$ cat src/rtl/dir_pkg.sv
// Shared encodings and the per-cache MSI transition rule for the coherence directory.
package dir_pkg;

    localparam logic [2:0] OP_NOOP  = 3'd0;
    localparam logic [2:0] OP_REPLY = 3'd2;
    localparam logic [2:0] OP_RD    = 3'd3;
    localparam logic [2:0] OP_WR    = 3'd4;
    localparam logic [2:0] OP_INV   = 3'd5;
    localparam logic [2:0] OP_UPD   = 3'd6;
    localparam logic [2:0] OP_RWITM = 3'd7;

    localparam logic [1:0] ST_I = 2'd0;
    localparam logic [1:0] ST_S = 2'd1;
    localparam logic [1:0] ST_M = 2'd2;

    localparam logic [2:0] FSM_IDLE   = 3'd0;
    localparam logic [2:0] FSM_LOOKUP = 3'd1;
    localparam logic [2:0] FSM_SNOOP  = 3'd2;
    localparam logic [2:0] FSM_WAIT   = 3'd3;
    localparam logic [2:0] FSM_RESP   = 3'd4;

    function automatic logic is_excl_op(input logic [2:0] op);
        return (op == OP_WR) || (op == OP_UPD) || (op == OP_RWITM);
    endfunction

    function automatic logic [1:0] next_cache_state(input logic [2:0] op,
                                                    input logic       is_src,
                                                    input logic [1:0] cur);
        logic [1:0] nxt;
        nxt = cur;
        case (op)
            OP_RD: begin
                if (is_src) begin
                    if (cur == ST_I) nxt = ST_S;
                end else if (cur == ST_M) begin
                    nxt = ST_S;
                end
            end
            OP_WR, OP_UPD, OP_RWITM: nxt = is_src ? ST_M : ST_I;
            OP_INV: begin
                if (is_src) nxt = ST_I;
            end
            OP_NOOP, OP_REPLY: nxt = cur;
            default: nxt = cur;
        endcase
        return nxt;
    endfunction

endpackage

$ cat src/rtl/dir_entry_update.sv
// Combinational next-state computation for one directory entry.
module dir_entry_update
    import dir_pkg::*;
#(
    parameter int NUM_CACHES = 4,
    parameter int SRC_W      = $clog2(NUM_CACHES)
) (
    input  logic [2:0]              op,
    input  logic [SRC_W-1:0]        src,
    input  logic [2*NUM_CACHES-1:0] cur_vec,
    output logic [2*NUM_CACHES-1:0] next_vec,
    output logic [NUM_CACHES-1:0]   snp_mask,
    output logic                    snp_inv
);

    always_comb begin
        next_vec = '0;
        snp_mask = '0;
        for (int unsigned c = 0; c < NUM_CACHES; c++) begin
            next_vec[2*c +: 2] = next_cache_state(op, c == 32'(src), cur_vec[2*c +: 2]);
            snp_mask[c] = (c != 32'(src)) && (next_vec[2*c +: 2] != cur_vec[2*c +: 2]);
        end
    end

    assign snp_inv = is_excl_op(op);

endmodule

$ cat src/rtl/directory_engine.sv
// MSI coherence directory: one request at a time, snoops other holders, commits and responds.
module directory_engine
    import dir_pkg::*;
#(
    parameter int NUM_CACHES = 4,
    parameter int NUM_LINES  = 64,
    parameter int SRC_W      = $clog2(NUM_CACHES),
    parameter int IDX_W      = $clog2(NUM_LINES)
) (
    input  logic                  clk,
    input  logic                  rst,
    input  logic                  req_valid,
    output logic                  req_ready,
    input  logic [2:0]            req_op,
    input  logic [SRC_W-1:0]      req_src,
    input  logic [IDX_W-1:0]      req_idx,
    output logic                  snp_valid,
    output logic                  snp_inv,
    output logic [NUM_CACHES-1:0] snp_mask,
    output logic [IDX_W-1:0]      snp_idx,
    input  logic [NUM_CACHES-1:0] snp_ack,
    output logic                  rsp_valid,
    input  logic                  rsp_ready,
    output logic [SRC_W-1:0]      rsp_src,
    output logic [IDX_W-1:0]      rsp_idx,
    output logic [1:0]            rsp_state,
    output logic                  rsp_err
);

    localparam int VEC_W = 2 * NUM_CACHES;

    logic [2:0]            state;
    logic [2:0]            op_q;
    logic [SRC_W-1:0]      src_q;
    logic [IDX_W-1:0]      idx_q;
    logic                  err_q;
    logic [VEC_W-1:0]      next_q;
    logic [NUM_CACHES-1:0] mask_q;
    logic                  inv_q;
    logic [NUM_CACHES-1:0] pending;
    logic [1:0]            rsp_state_q;
    logic [VEC_W-1:0]      entries [NUM_LINES];

    logic [VEC_W-1:0]      upd_next;
    logic [NUM_CACHES-1:0] upd_mask;
    logic                  upd_inv;
    logic [NUM_CACHES-1:0] pend_nxt;
    logic [1:0]            upd_src_state;
    logic [1:0]            nq_src_state;
    logic                  src_illegal;

    dir_entry_update #(
        .NUM_CACHES(NUM_CACHES),
        .SRC_W     (SRC_W)
    ) u_update (
        .op      (op_q),
        .src     (src_q),
        .cur_vec (entries[idx_q]),
        .next_vec(upd_next),
        .snp_mask(upd_mask),
        .snp_inv (upd_inv)
    );

    assign src_illegal = (32'(req_src) >= 32'(NUM_CACHES));
    assign pend_nxt    = pending & ~snp_ack;

    // Source's granted state, taken from either the fresh or the snoop-held next vector.
    always_comb begin
        upd_src_state = ST_I;
        nq_src_state  = ST_I;
        for (int unsigned c = 0; c < NUM_CACHES; c++) begin
            if (c == 32'(src_q)) begin
                upd_src_state = upd_next[2*c +: 2];
                nq_src_state  = next_q[2*c +: 2];
            end
        end
    end

    always_ff @(posedge clk) begin
        if (rst) begin
            state       <= FSM_IDLE;
            op_q        <= OP_NOOP;
            src_q       <= '0;
            idx_q       <= '0;
            err_q       <= 1'b0;
            next_q      <= '0;
            mask_q      <= '0;
            inv_q       <= 1'b0;
            pending     <= '0;
            rsp_state_q <= ST_I;
            for (int unsigned i = 0; i < NUM_LINES; i++) begin
                entries[i] <= '0;
            end
        end else begin
            case (state)
                FSM_IDLE: begin
                    if (req_valid) begin
                        op_q        <= req_op;
                        src_q       <= req_src;
                        idx_q       <= req_idx;
                        err_q       <= src_illegal;
                        rsp_state_q <= ST_I;
                        state       <= FSM_LOOKUP;
                    end
                end
                FSM_LOOKUP: begin
                    if (err_q) begin
                        state <= FSM_RESP;
                    end else if (|upd_mask) begin
                        next_q <= upd_next;
                        mask_q <= upd_mask;
                        inv_q  <= upd_inv;
                        state  <= FSM_SNOOP;
                    end else begin
                        entries[idx_q] <= upd_next;
                        rsp_state_q    <= upd_src_state;
                        state          <= FSM_RESP;
                    end
                end
                FSM_SNOOP: begin
                    pending <= mask_q;
                    state   <= FSM_WAIT;
                end
                FSM_WAIT: begin
                    pending <= pend_nxt;
                    if (pend_nxt == '0) begin
                        entries[idx_q] <= next_q;
                        rsp_state_q    <= nq_src_state;
                        state          <= FSM_RESP;
                    end
                end
                FSM_RESP: begin
                    if (rsp_ready) state <= FSM_IDLE;
                end
                default: state <= FSM_IDLE;
            endcase
        end
    end

    assign req_ready = (state == FSM_IDLE);
    assign snp_valid = (state == FSM_SNOOP);
    assign snp_mask  = snp_valid ? mask_q : '0;
    assign snp_inv   = snp_valid & inv_q;
    assign snp_idx   = idx_q;
    assign rsp_valid = (state == FSM_RESP);
    assign rsp_src   = src_q;
    assign rsp_idx   = idx_q;
    assign rsp_state = rsp_state_q;
    assign rsp_err   = err_q;

endmodule
$ cat config.mk
export PLATFORM = sky130hd
export DESIGN_NAME = directory_engine
export DESIGN_NICKNAME = d
export VERILOG_FILES = /design/src/rtl/dir_pkg.sv /design/src/rtl/dir_entry_update.sv /design/src/rtl/directory_engine.sv
export SDC_FILE = /design/constraint.sdc
export NUM_CORES = 1
export LEC_CHECK = 0
export ABC_AREA = 0
export CAP_MARGIN = 25
export CORE_MARGIN = 1
export CORE_UTILIZATION = 50
export DETAILED_ROUTE_END_ITERATION = 8
export PLACE_DENSITY = 0.66
export REMOVE_ABC_BUFFERS = 1
export SYNTH_ARGS = -nofsm -noshare
export SYNTH_HDL_FRONTEND = slang
export SYNTH_SLANG_ARGS = --single-unit
$ cat constraint.sdc
create_clock -name clk -period 5.5 [get_ports clk]
set_clock_uncertainty 0.15 [all_clocks]
set_input_delay 1.1 -clock clk [delete_from_list [all_inputs] [get_ports clk]]
set_output_delay 1.1 -clock clk [all_outputs]
set_load 0.02 [all_outputs]
==> impl_metrics.ini, run 1 <==
[run_status]
status = completed

[drt]
detail_route.wirelength_um = 71200
final_antenna_net_count = 0
detail_route.iter0.violations = 2485
post_drt_wl_per_cell_um = 27.5
drc = 0
dr.pass1.iters = 5
detailroute.via_count = 16322
vias_per_cell = 6.30

[power]
vdd_ir_drop_max_v = 0.000283
internal_power_mw = 7.49
switch_share = 0.258
power_density_nw_per_um2 = 356
seq_power_share = 0.481
pwr-share-clk = 0.392
share_comb_of_total_power = 0.127
cellLeakagePower_nw = 9.20
p_sw_mw = 2.60
fin_total_pwr_mw = 10.1

[clocking]
cts_buf_count = 56
cts_tree = yes
numClockSinks = 551
root_buffer = clkbuf_16
worst_skew_pair.late_latency_ns = 0.62
postCtsSetupBuffers = 0
cts.hold.buffers_added = 0
clock_tree.buffer_depth = 3
cts_resized = 0
htree_levels = 2
clkSlewWorstSetupHoldPaths_ns = 0.06

[synthesis]
synth.top_cell.area_share = 0.610
synth_compound_gate_area_share = 0.0614
ys_types = 71
postSynthCellCount = 1867
netlist_top_cells_area = edfxtp_1, mux4_2, nor2_1, dfxtp_1, mux2i_1
synth_common_cells = nor2_1, edfxtp_1, mux4_2
synth_adder_area_share = 0
multiplexer_share_of_the_synthesized_area = 0.138
yosys.area_share.simple = 0.125
netlist_area_um2 = 25200
combinational_family_with_the_most_area_after_synthesis = multiplexers
netlist.top_cell.by_area = edfxtp_1
ys_async_sr_fraction = 0
parity_gate_share_of_the_synthesized_area_counting_xor_and_xnor_cells = 0.00139
yosysWarnings = 0
synth_sequential_area_ratio = 0.640
synth_enable_flop_cells = 512
yosys_register_bits = 551
syn_avg_cell_area_um2 = 13.5
ys_dominant_reg_cell = edfxtp_1
yosysMostFrequentCell = nor2_1

[global_route]
grt_use_met1 = 0.407
globalRouteMet3Util = 0.0419
maximum_number_of_pins_on_one_net_before_global_route_repair = 58
grt_antenna_before_repair = 1
groute.usage.overall = 0.287
global_route.overflow_total = 0
grt_most_used_layer = met2
grt_pass1_vias = 15816
grt_pass1_wl_um = 106000
met2_usage = 0.448

[placement]
dp.final_hpwl_um = 46500
placement.io_buffers = 42
routabilityCongestion = 0.942

[sta]
worst_pin_slew_ns = 0.963
maxSlewViolCount = 0
worst_slew_margin_rel = 0.358
final.min_clock_period_ns = 5.07
report.final.hold_viol_count = 0
max_freq_mhz = 197
rsz0062_at_grt = false
setup_viol = 0
layout_worst_path_cycle_share = 0.921

[floorplan]
floorplan.rows = 81
die_h_um = 227
ioPinCount = 44
core_um2 = 49400
design.die.area_um2 = 51300
initial_core_util = 0.511
floorplan.die.width_um = 227

[setup_path]
worstPathCellList = buf_12 > mux4_2 > mux4_2 > a221o_1 > o311a_1 > a21oi_1 > and3_1 > and4_4 > or2_2 > buf_12 > a31o_1
critical_path.slowest_cell = dfxtp_4
reg2reg_setup_slack_ns = 0.43
crit-reg2reg-capture = entries[11][0]
timing.critical_path.from_type = flop
reg2regPathDepth = 11
critical_path_peak_fanout = 30
crit_family = compound AO/OA/AOI/OAI gates
endpoint_kind = flop
cp.arrival_ns = 5.18
cp_num_buf_inv = 2
cp_slowest_stage_delay_ns = 0.77
timing.critical_path.required_ns = 5.61
worst-setup-path-type = flop to flop

[finish]
fillerInstances = 3893
n_antenna_cell = 0
fin_util = 0.574
area_growth_pct = 12.3
final_layout_size_suffix_gt1_frac = 0.171
fin_nets = 1896

[job]
timing.max_cap.violations = 0

[min_path]
min-delay-start = mask_q[1]
worstHoldPathType = flop to flop
min_to = mask_q[1]
min_path_cells = 2
-- per-layer routing --
metal  vias up  wire length [µm]
met5         -                19
met4         2              2820
met3       166              6920
met2       971             33400
met1      8257             28000
li1       6926                 -
-- registers in the layout (all words and copies together), names as in the netlist, 2 cells and up, named ones only --
signal and flops:
op_q 3, rsp_src 2, next_q 8, state 3, entries 512, pending 4
rsp_state 2, mask_q 4, rsp_idx 6
-- worst max path at each step --
stage,startpoint,to,cells after the start
after global routing,flop,entries[31][0],13
after detailed placement,flop,entries[11][4],12
after floorplan,flop,entries[0][1],10
final,flop,entries[11][0],11
after global placement,flop,entries[7][5],12
after CTS,flop,entries[58][1],13
-- kinds of logic after synthesis --
| family | count (synthesis) |
|---|---|
| AOI/OAI and AO/OA | 188 |
| muxes | 185 |
| buffers and inverters | 163 |
| xor gates and xnor gates | 4 |
| DFF | 551 |
| and+or+nand+nor | 775 |
| other | 1 |
-- power by group through the flow --
| stage | Clock, mW | Combinational [mW] | Sequential (mW) |
|---|---|---|---|
| 6_report | 3.95 | 1.28 | 4.86 |
| 5_1_grt | 4.13 | 1.34 | 4.87 |
| 4_1_cts | 3.98 | 1.26 | 4.86 |
| 3_5_place_dp | 0 | 1.26 | 4.94 |
| 3_3_place_gp | 0 | 1.24 | 4.94 |
| 2_1_floorplan | 0 | 0.721 | 4.94 |
-- worst reg2reg max path, delay by kind of cell, from the launching register on --
kind | cells | cell delay, ns
mux | 2 | 1.14
simple gates | 3 | 0.67
buf+inv | 2 | 0.54
flops | 1 | 0.77
compound gates | 4 | 1.44
-- cell usage in the layout, fill, tap and decap left out, drive strengths merged, types with 8 or more instances in the layout --
master and n:
buf 63, and2 19, nand2b 11, a22oi 19, clkdlybuf4s50 41, inv 13
dfxtp 39, a31o 65, o21ai 15, clkinv 25, a21oi 29, mux2i 48
nor2 547, edfxtp 512, nor2b 14, nor3 16, nand2 128, nand3 11
mux4 130, nor3b 8, clkbuf 70
-- stage by stage --
step / hold slack [ns] / setup WS, ns / std cells / cell area [µm²] / setup TNS [ns]
2_1_floorplan: 0.271 / -3.85 / 1714 / 24400 / -3734.73
6_report: 0.306 / 0.433 / 2589 / 28300 / 0
3_3_place_gp: 0.290 / 0.501 / 2479 / 26400 / 0
5_1_grt: 0.327 / 0.265 / 2589 / 28300 / 0
3_5_place_dp: 0.294 / 0.504 / 2482 / 26400 / 0
4_1_cts: 0.303 / 0.474 / 2588 / 28300 / 0
-- final cells by class --
cell class	instances	area (µm²)	area share
Clock inverter	37	377	0.0133
Multi-Input combinational cell	1153	8280	0.292
Inverter	10	37.5	0.00133
Tap cell	664	831	0.0293
Clock buffer	69	1520	0.0537
Sequential cell	551	16200	0.571
Timing Repair Buffer	105	1100	0.0388
No activity file was read; power rests on OpenSTA's default activity.
==> inputs of run 2 (changes only) <==
--- a/config.mk
+++ b/config.mk
@@ -8,9 +8,9 @@
 export ABC_AREA = 0
 export CAP_MARGIN = 25
 export CORE_MARGIN = 1
-export CORE_UTILIZATION = 50
+export CORE_UTILIZATION = 60
 export DETAILED_ROUTE_END_ITERATION = 8
-export PLACE_DENSITY = 0.66
+export PLACE_DENSITY = 0.77
 export REMOVE_ABC_BUFFERS = 1
 export SYNTH_ARGS = -nofsm -noshare
 export SYNTH_HDL_FRONTEND = slang
==> impl_metrics.ini, run 2 (synthesized netlist as in run 1, its figures left out) <==
[drt]
vias_per_cell = 6.79
dr.pass1.iters = 9
detail_route.wirelength_um = 69800
drc = 4
final_antenna_net_count = 0
detail_route.iter0.violations = 3064
post_drt_wl_per_cell_um = 28.5
detailroute.via_count = 16637

[sta]
hold_slack_ns = 0.303
worst_pin_slew_ns = 1.11
worst_slew_margin_rel = 0.257
maxSlewViolCount = 0
report.final.hold_viol_count = 0
max_freq_mhz = 198
final.min_clock_period_ns = 5.04
setup_slack_ns = 0.461
setup_viol = 0
layout_worst_path_cycle_share = 0.916
rsz0062_at_grt = false

[power]
internal_power_mw = 7.24
seq_power_share = 0.498
pwr-share-clk = 0.371
switch_share = 0.258
vdd_ir_drop_max_v = 0.000254
share_comb_of_total_power = 0.131
power_density_nw_per_um2 = 349
p_sw_mw = 2.51
fin_total_pwr_mw = 9.75
cellLeakagePower_nw = 9.10

[clocking]
clock_tree.buffer_depth = 3
htree_levels = 2
postCtsSetupBuffers = 0
root_buffer = clkbuf_16
numClockSinks = 551
cts_tree = yes
cts_buf_count = 54
cts_resized = 0
cts.hold.buffers_added = 0
worst_skew_pair.late_latency_ns = 0.61
clkSlewWorstSetupHoldPaths_ns = 0.06

[finish]
final_layout_size_suffix_gt1_frac = 0.165
fillerInstances = 2772
final-instance-count-excl-fill = 2452
most-common-layout-cells = nor2_1, edfxtp_1, mux4_2
largest_register_ffs = 512
largest_register = entries
most_common_library_cell_in_the_layout_ignoring_fill_and_taps = nor2_1
fin_nets = 1895
final_design_area_no_fill_um2 = 27900
area_growth_pct = 10.7

[setup_path]
crit-reg2reg-capture = entries[25][0]
critical-path-top-cell-by-count = mux4_2
cp_slowest_stage_delay_ns = 0.83
timing.critical_path.from_type = flop
cp_num_buf_inv = 2
endpoint_kind = flop
critical_path.slowest_cell = dfxtp_4
cp.arrival_ns = 5.14
reg2regPathDepth = 12
critical_path_peak_fanout = 42
worstPathCellList = buf_4 > mux4_2 > mux4_2 > a22o_1 > a221o_1 > o311a_1 > a21oi_1 > and3_1 > and4_4 > or2_2 > buf_12 > a31o_1
reg2reg_setup_slack_ns = 0.46
timing.critical_path.required_ns = 5.60
cp.depth = 12
worst-setup-path-type = flop to flop
setup.worst_path.end = entries[25][0]
crit_family = compound AO/OA/AOI/OAI gates

[placement]
post-place-ws_ns = 0.540
placed_cells_incl_taps = 2352
placement.io_buffers = 42
routabilityCongestion = 0.939
postPlaceCellArea_um2 = 26200
dp.final_hpwl_um = 45500

[global_route]
groute.usage.overall = 0.332
global_route.overflow_total = 0
maximum_number_of_pins_on_one_net_before_global_route_repair = 65
grt_pass1_wl_um = 105000
grt_pass1_vias = 16116
grt_antenna_before_repair = 0

[floorplan]
floorplan.rows = 74
floorplan.die.width_um = 207
initial_core_util = 0.614
ioPinCount = 44
die_h_um = 207
core_um2 = 41100
design.die.area_um2 = 42900

[run_status]
failed_checks = DRC
status = finished, violations left

[job]
timing.max_cap.violations = 0

[min_path]
worstHoldPathType = flop to flop
[run 2: cell count changes in the layout (fill, tap and decap cells not counted), sizes merged]
cell,before,now
clkbuf,70,71
inv,13,9
buf,63,65
diode,0,1
bufinv,7,2
[run 2: worst register-to-register path, cell delays in order (launching register included)]
cell and delay [ns]:
dfxtp_4 0.83, buf_4 0.38, mux4_2 0.36, mux4_2 0.47, a22o_1 0.26, a221o_1 0.32
o311a_1 0.35, a21oi_1 0.16, and3_1 0.25, and4_4 0.24, or2_2 0.17, buf_12 0.24
a31o_1 0.50
[run 2: final cells by class]
class / instances / area, µm² / area share
clock inverters: 28 / 181 / 0.00650
clock buffers: 71 / 1530 / 0.0548
diodes: 1 / 2.50 / 0.0000896
inverters: 10 / 37.5 / 0.00134
repair buffers: 106 / 1090 / 0.0390
multi-input cells: 1153 / 8250 / 0.295
well taps: 532 / 666 / 0.0238
flip-flops and latches: 551 / 16200 / 0.579
[run 2: worst min-delay path by stage]
stage / start / to / slack, ns / cells past startpoint
3_5_place_dp: inv_q / inv_q / 0.29 / 2
4_1_cts: inv_q / inv_q / 0.30 / 2
5_1_grt: inv_q / inv_q / 0.33 / 2
3_3_place_gp: mask_q[0] / mask_q[0] / 0.30 / 2
2_1_floorplan: mask_q[0] / mask_q[0] / 0.27 / 2
6_report: inv_q / inv_q / 0.30 / 2
[run 2: power groups by stage]
stage	combinational, mW	sequential, mW	clock [mW]
after floorplan	0.721	4.94	0
after global placement	1.23	4.93	0
after detailed placement	1.25	4.93	0
after CTS	1.25	4.85	3.62
after global routing	1.33	4.86	3.77
final	1.28	4.85	3.62
[run 2: layer usage]
layer  share of wire  track usage  wire length, µm
met5               0            0                0
met4           0.049        0.143             3430
met3            0.13       0.0678             9050
met2            0.47        0.520            32700
met1            0.35        0.457            24700
[run 2: stage by stage]
step	TNS [ns]	utilization
final	0	0.679
after global routing	0	0.679
after CTS	0	0.679
after detailed placement	0	0.638
after global placement	0	0.636
after floorplan	-3734.73	-
